<file path="src/rtl/passthrough_queue_if.sv">
// Ready/valid handshake bundle for passthrough_queue: enqueue side, dequeue side,
// flush and occupancy. master = producer/consumer environment, slave = the queue.
interface passthrough_queue_if #(
  parameter int unsigned WIDTH = 10,
  parameter int unsigned DEPTH = 4
);
  localparam int unsigned CNT_W = $clog2(DEPTH + 1);

  logic             io_enq_valid;
  logic             io_enq_ready;
  logic [WIDTH-1:0] io_enq_bits;
  logic             io_deq_valid;
  logic             io_deq_ready;
  logic [WIDTH-1:0] io_deq_bits;
  logic             io_flush;
  logic [CNT_W-1:0] io_count;

  modport master (
    output io_enq_valid, io_enq_bits, io_deq_ready, io_flush,
    input  io_enq_ready, io_deq_valid, io_deq_bits, io_count
  );

  modport slave (
    input  io_enq_valid, io_enq_bits, io_deq_ready, io_flush,
    output io_enq_ready, io_deq_valid, io_deq_bits, io_count
  );
endinterface

</file>
<file path="src/rtl/passthrough_queue.sv">
// DEPTH-entry circular ready/valid queue with occupancy count, synchronous flush and
// optional zero-latency bypass (FLOW) when empty.
module passthrough_queue #(
  parameter int unsigned WIDTH = 10,
  parameter int unsigned DEPTH = 4,
  parameter bit          FLOW  = 1'b0
) (
  input logic               clock,
  input logic               reset,
  passthrough_queue_if.slave io
);
  localparam int unsigned PTR_W = (DEPTH > 1) ? $clog2(DEPTH) : 1;
  localparam int unsigned CNT_W = $clog2(DEPTH + 1);
  localparam logic [PTR_W-1:0] LAST = PTR_W'(DEPTH - 1);

  logic [WIDTH-1:0] storage [DEPTH];
  logic [PTR_W-1:0] enq_ptr, deq_ptr;
  logic             maybe_full;

  logic ptr_match, empty, full;
  logic do_enq, do_deq, bypass, wr_en, rd_adv;
  logic [CNT_W-1:0] count;

  // Explicit compare-and-clear so wrap is correct for non-power-of-two DEPTH.
  function automatic logic [PTR_W-1:0] ptr_inc(input logic [PTR_W-1:0] p);
    return (p == LAST) ? '0 : p + 1'b1;
  endfunction

  assign ptr_match = (enq_ptr == deq_ptr);
  assign empty     = ptr_match & ~maybe_full;
  assign full      = ptr_match & maybe_full;

  always_comb begin
    io.io_enq_ready = ~full & ~io.io_flush;
    if (FLOW) begin
      io.io_deq_valid = (~empty | io.io_enq_valid) & ~io.io_flush;
      io.io_deq_bits  = empty ? io.io_enq_bits : storage[deq_ptr];
    end else begin
      io.io_deq_valid = ~empty & ~io.io_flush;
      io.io_deq_bits  = storage[deq_ptr];
    end
  end

  assign do_enq = io.io_enq_valid & io.io_enq_ready;
  assign do_deq = io.io_deq_valid & io.io_deq_ready;
  // A bypassed word never touches storage, pointers or the full flag.
  assign bypass = FLOW & empty & do_enq & do_deq;
  assign wr_en  = do_enq & ~bypass;
  assign rd_adv = do_deq & ~bypass;

  always_comb begin
    if (full) begin
      count = CNT_W'(DEPTH);
    end else if (enq_ptr >= deq_ptr) begin
      count = CNT_W'(enq_ptr - deq_ptr);
    end else begin
      count = CNT_W'(DEPTH) - CNT_W'(deq_ptr) + CNT_W'(enq_ptr);
    end
  end
  assign io.io_count = count;

  always_ff @(posedge clock or negedge reset) begin
    if (!reset) begin
      enq_ptr    <= '0;
      deq_ptr    <= '0;
      maybe_full <= 1'b0;
    end else if (io.io_flush) begin
      enq_ptr    <= '0;
      deq_ptr    <= '0;
      maybe_full <= 1'b0;
    end else begin
      if (wr_en)           enq_ptr    <= ptr_inc(enq_ptr);
      if (rd_adv)          deq_ptr    <= ptr_inc(deq_ptr);
      if (wr_en != rd_adv) maybe_full <= wr_en;
    end
  end

  always_ff @(posedge clock) begin
    if (wr_en) storage[enq_ptr] <= io.io_enq_bits;
  end
endmodule

</file>
<file path="src/flat_wrapper.sv">
// flat-port wrapper written by rule: the top's interface ports become plain ports
module passthrough_queue_flat 
#(
  parameter int unsigned WIDTH = 10,
  parameter int unsigned DEPTH = 4,
  parameter bit          FLOW  = 1'b0
)
  (clock, reset, io_io_enq_valid, io_io_enq_bits, io_io_deq_ready, io_io_flush, io_io_enq_ready, io_io_deq_valid, io_io_deq_bits, io_io_count);
  passthrough_queue_if #(.WIDTH(WIDTH), .DEPTH(DEPTH)) io_i ();
  input logic clock;
  input logic reset;
  input wire logic [$bits(io_i.io_enq_valid)-1:0] io_io_enq_valid;
  input wire logic [$bits(io_i.io_enq_bits)-1:0] io_io_enq_bits;
  input wire logic [$bits(io_i.io_deq_ready)-1:0] io_io_deq_ready;
  input wire logic [$bits(io_i.io_flush)-1:0] io_io_flush;
  output wire logic [$bits(io_i.io_enq_ready)-1:0] io_io_enq_ready;
  output wire logic [$bits(io_i.io_deq_valid)-1:0] io_io_deq_valid;
  output wire logic [$bits(io_i.io_deq_bits)-1:0] io_io_deq_bits;
  output wire logic [$bits(io_i.io_count)-1:0] io_io_count;
  assign io_i.io_enq_valid = io_io_enq_valid;
  assign io_i.io_enq_bits = io_io_enq_bits;
  assign io_i.io_deq_ready = io_io_deq_ready;
  assign io_i.io_flush = io_io_flush;
  assign io_io_enq_ready = io_i.io_enq_ready;
  assign io_io_deq_valid = io_i.io_deq_valid;
  assign io_io_deq_bits = io_i.io_deq_bits;
  assign io_io_count = io_i.io_count;
  passthrough_queue #(.WIDTH(WIDTH), .DEPTH(DEPTH), .FLOW(FLOW)) u_core (.clock(clock), .reset(reset), .io(io_i));
endmodule
</file>
<file path="config.mk">
export PLATFORM = sky130hd
export DESIGN_NAME = passthrough_queue_flat
export DESIGN_NICKNAME = d
export VERILOG_FILES = /design/src/rtl/passthrough_queue_if.sv /design/src/rtl/passthrough_queue.sv /design/src/flat_wrapper.sv
export SDC_FILE = /design/constraint.sdc
export NUM_CORES = 1
export LEC_CHECK = 0
export BUFFER_PORTS_ARGS = -buffer_cell sky130_fd_sc_hd__buf_2
export CORE_MARGIN = 1.5
export CORE_UTILIZATION = 50
export DETAILED_ROUTE_END_ITERATION = 10
export MAX_ROUTING_LAYER = met4
export PLACE_DENSITY = 0.72
export SETUP_SLACK_MARGIN = 0.4
export SYNTH_ARGS = -nofsm -noshare
export SYNTH_HDL_FRONTEND = slang
export SYNTH_SLANG_ARGS = --single-unit
</file>
<file path="constraint.sdc">
create_clock -name clock -period 2.35 [get_ports clock]
set_input_delay 0.705 -clock clock [delete_from_list [all_inputs] [get_ports clock]]
set_output_delay 0.705 -clock clock [all_outputs]
set_load 0.02 [all_outputs]
</file>
==> Word level (Yosys, flattened, before mapping) <==
Memory sizes are Yosys's and may differ from the RTL's.
Index checks and enable logic that the tools add are counted.
{ "totals": {"register_bits": 5, "latchBits": 0, "ram_bits": 40, "mem_bits_ro": 0, "in_bits": 15, "wordCells": 39, "memories": 1} }
{ "op_classes": {"add_sub_neg": 5, "mul": 0, "div": 0, "n_lt_le_gt_ge": 1, "n_eq_ne": 4, "shifts": 0, "mux": 12, "bitwise_logic": 10, "reduce_logical": 3} }
{ "memory_table": {"columns": ["memory", "words", "width", "rd", "rd_ports_with_merged_regs", "wr", "line", "source"], "rows": [
  ["u_core.storage", 4, 10, 1, 0, 1, "passthrough_queue.sv:16", "logic [WIDTH-1:0] storage [DEPTH];"]
]} }
{ "op_table": {"columns": ["cell", "n"], "rows": [
  ["$mux W2", 6],
  ["$and A1 B1 Y1", 6],
  ["$mux W3", 2],
  ["$reduce_bool A2 Y1", 3],
  ["$add A2 B1 Y2 const B", 2],
  ["$eq A2 B2 Y1 const B", 2],
  ["$mux W1", 4],
  ["$not A1 Y1", 4],
  ["$add A3 B2 Y3", 1],
  ["$sub A2 B2 Y3", 1],
  ["$sub A3 B2 Y3 const A", 1],
  ["$eq A2 B2 Y1", 1],
  ["$ge A2 B2 Y1", 1],
  ["$ne A1 B1 Y1", 1]
]} }

==> Logic depth before layout (Yosys ltp) <==
{ "logic_depth": {"depth_word": 8, "mapped_depth": 5} }

==> Worst setup path before layout <==
OpenSTA, ideal clock, no wires.
{ "synth_path": {"path_kind": "flip-flop to output port", "start": "register u_core.enq_ptr[0]", "end": "output io_io_count[1]", "arrival_ps": 1370, "t_required_ps": 1645, "path_slack_ps": 275, "stages_incl_launch_ff": 5, "path_buffers": 0, "path_cell_list": "dfrtp_1 -> inv_1 -> ha_1 -> fa_1 -> nor2_1"} }
{ "synth_via": {"elab_chain_len": 3} }
{ "synth_lines": {"columns": ["element", "line", "source"], "rows": [
  ["from (decl)", "passthrough_queue.sv:17", "logic [PTR_W-1:0] enq_ptr, deq_ptr;"],
  ["from (signal assigned)", "passthrough_queue.sv:72", "if (wr_en) enq_ptr <= ptr_inc(enq_ptr);"],
  ["$add A3 B2 Y3 (tied with other cells)", "passthrough_queue.sv:57", "count = CNT_W'(DEPTH) - CNT_W'(deq_ptr) + CNT_W'(enq_ptr);"],
  ["$mux W3 / $and A1 B1 Y1 (equally long branches)", "passthrough_queue.sv:54, passthrough_queue.sv:31", null],
  ["$mux W3 (*)", "passthrough_queue.sv:52", "if (full) begin"],
  ["to (decl)", "flat_wrapper.sv:19", "output wire logic [$bits(io_i.io_count)-1:0] io_io_count;"]
]} }
Every way passes the cells marked *; elsewhere a longest branch is shown, timed or not.

==> Worst setup path in the final report <==
Same ends and word-level chain as after synthesis.

==> flow_summary.toml <==
[outcome]
outcome = "finished clean"

[clock_network]
clkTransAtPathRegs_ns = 0.08
cts_buffers = 5
cts_tree = "yes"
clock-root-buffer = "clkbuf_8"
numClockSinks = 45
clk_latency_ns = 0.29
ctsLongestPathBuffers = 2
htree_num_levels = 2

[yosys]
syn-instance-count = 99
synth_edf_count = 40
postSynthRegisterBits = 45
synth_xor_area_share_pct = 0
avgSynthCellArea_sq_um = 19.0
synth-compound-area-share_pct = 2.06
synth_top_area_cell = "edfxtp_1"
synth_top_family_by_area = "multiplexers"
synth.area.mux_share_pct = 13.2
yosysMostFrequentCell = "edfxtp_1"
synthFlopType = "edfxtp_1"
synthArstFlopShare_pct = 11.1
syn-num-nets = 121
netlist_area_sq_um = 1880
yosysTopAreaCellShare_pct = 63.8
ys_top_cells_by_count = "edfxtp_1, mux4_2, nor2_1"
yosysSeqAreaShare_pct = 70.5
synth-adder-area-share_pct = 5.05
synthSimpleGateAreaFrac_pct = 7.11
synthTopCellsByArea = "edfxtp_1, mux4_2, dfrtp_1, ha_1, and2_2"
synth_warnings = 0
ys_types = 24

[power]
p_leak_nw = 0.876
clkPwrFrac_pct = 24.9
p_sw_share_pct = 29.0
p_seq_share_pct = 43.6
internal-power_w = 0.00156
combPwrFrac_pct = 31.5
vdd_ir_drop_max_v = 0.000673
power.density_nw_per_um2 = 949
switching_power_w = 0.000638

[floorplan]
ioPinCount = 30
row_count = 22
core_area_sq_um = 3630
die_x_um = 64.4
start_util_pct = 51.8
dieHeight_um = 64.4
fp.dieArea_sq_um = 4140

[placed_design]
place_hpwl_um = 2040
dp_cells = 176
gp_congestion = 0.761
io_buffers = 29

[detailed_routing]
drtIter0Drc = 61
drc = 0
vias = 1054
routed-wl-met2_um = 1790
top_layer = "met4"
dr.pass1.iters = 4
wl_met3_um = 133
wire_per_inst_um = 17.3
routedLengthMet1_um = 1360
wl_um = 3360
ant_nets = 0
via_per_inst = 5.43

[timing]
rsz0062_at_grt = "true"
hold_viol = 0
clock.fmax_ghz = 0.436
max_slew_margin_pct = 85.8
min_period_over_period_pct = 97.6
finalSetupViolCount = 0
fin_skew_ns = 0.00569
post-route-min-period_ns = 2.29
whs_ns = 0.215
slew_violations = 0
worstMarginPinSlew_ns = 0.212

[grt]
grt_pass1_wl_um = 4670
grt.total_usage_pct = 16.5
grt_max_degree = 14
grt_pass1_vias = 999
grt_overflow = 0
antenna_found_initial = 0

[cells_and_area]
finalNonFillerCells = 194
n_antenna_cell = 0
area_growth_pct = 23.1
finish.net_count = 168
drive_gt1_share_pct = 50.0
n_fill_cell = 287

[worst_hold_path]
min_path_type = "in2async"

[setup_path]
cp_slowest_cell = "fa_1"
critPathMaxFanout = 2
cp-start-kind = "register"
end_kind = "output port"
path_buf_inv = 2
r2r_slack_ns = 0.40
cp.arrival_ns = 1.59
path_cells = "inv_2 > ha_2 > fa_1 > nor2_4 > buf_6"
path_class = "reg2out"
critPathTopFamily = "adder cells"
worstPathRequired_ns = 1.64
slowest_delay_ns = 0.44

[job]
max_cap_violations = 0
## layout by cell type (no fill, tap or decap), drive strengths merged
cell type and count:
a21o 2, a21oi 2, a31oi 1, and2 9, and3 1, buf 39, bufinv 1, clkbuf 5
clkinv 1, dfrtp 5, edfxtp 40, fa 1, ha 6, inv 5, mux2 2, mux4 10
nand2 1, nand3 3, nand3b 1, nand4b 1, nor2 7, nor2b 1, nor3b 1, o21bai 1
## metal layers
metal	vias up	track usage [%]
li1	478	-
met1	537	17.7
met2	33	28.9
met3	6	4.23
met4	0	7.18
met5	-	-
## timing repair
item	4_1_cts	5_1_grt
resized for setup	9	6
setup endpoints to repair	55	55
buffers inserted	4	3
pin swaps	5	8
hold buffers	0	0
cloned	0	4
## cell type report
cell class / instances / area, sq um / area share, %
clock buffers: 5 / 68.8 / 2.97
clock inverters: 2 / 35.0 / 1.51
inverters: 5 / 18.8 / 0.810
multi-input cells: 50 / 571 / 24.6
flip-flops and latches: 45 / 1330 / 57.2
well taps: 48 / 60.1 / 2.59
repair buffers: 39 / 238 / 10.3
## power by group through the flow
stage | Clock (W) | Combinational [W] | Sequential (W)
finish | 0.000547 | 0.000693 | 0.000959
global route | 0.000581 | 0.000747 | 0.000966
CTS | 0.000559 | 0.000658 | 0.000957
detailed placement | 0 | 0.000596 | 0.000978
global placement | 0 | 0.000578 | 0.000975
floorplan | 0 | 0.000432 | 0.000974
## per-stage QoR
stage | TNS (ns) | cell area, sq um | power [W] | setup WS, ns | util (%)
6_report | 0 | 2320 | 0.00220 | 0.0575 | 63.8
5_1_grt | -0.00225 | 2320 | 0.00229 | -0.00225 | 63.8
4_1_cts | 0 | 2250 | 0.00217 | 0.00550 | 62.0
3_5_place_dp | 0 | 2100 | 0.00157 | 0.215 | 57.8
3_3_place_gp | 0 | 2100 | 0.00155 | 0.255 | 57.8
2_1_floorplan | 0 | 1890 | 0.00141 | 0.355 | -
## kinds of logic (layout without fill, tap and decap cells)
family,Yosys count,in the layout
DFF,45,45
and+or+nand+nor,21,25
muxes,12,12
buffers and inverters,8,51
adders and majority gates,7,7
AOI/OAI and AO/OA,6,6
## registers in the layout, indices dropped and copies added, names as in the netlist
name and count:
u_core.storage 40, u_core.deq_ptr 2, u_core.enq_ptr 2, u_core.maybe_full 1
## worst paths after layout
check	to	cells after the start	from
setup / recovery	io_io_count[1]	5	u_core.enq_ptr[0]$_DFFE_PN0P_
hold / removal	u_core.enq_ptr[0]$_DFFE_PN0P_	1	reset
setup reg to reg	u_core.enq_ptr[0]$_DFFE_PN0P_	7	u_core.deq_ptr[1]$_DFFE_PN0P_
hold reg to reg	u_core.deq_ptr[1]$_DFFE_PN0P_	3	u_core.deq_ptr[1]$_DFFE_PN0P_
max in group asynchronous	u_core.maybe_full$_DFFE_PN0P_	1	reset
min in group clock	u_core.storage[0][2]$_DFFE_PP_	1	io_io_enq_bits[2]
No activity file was read; power rests on OpenSTA's default activity.
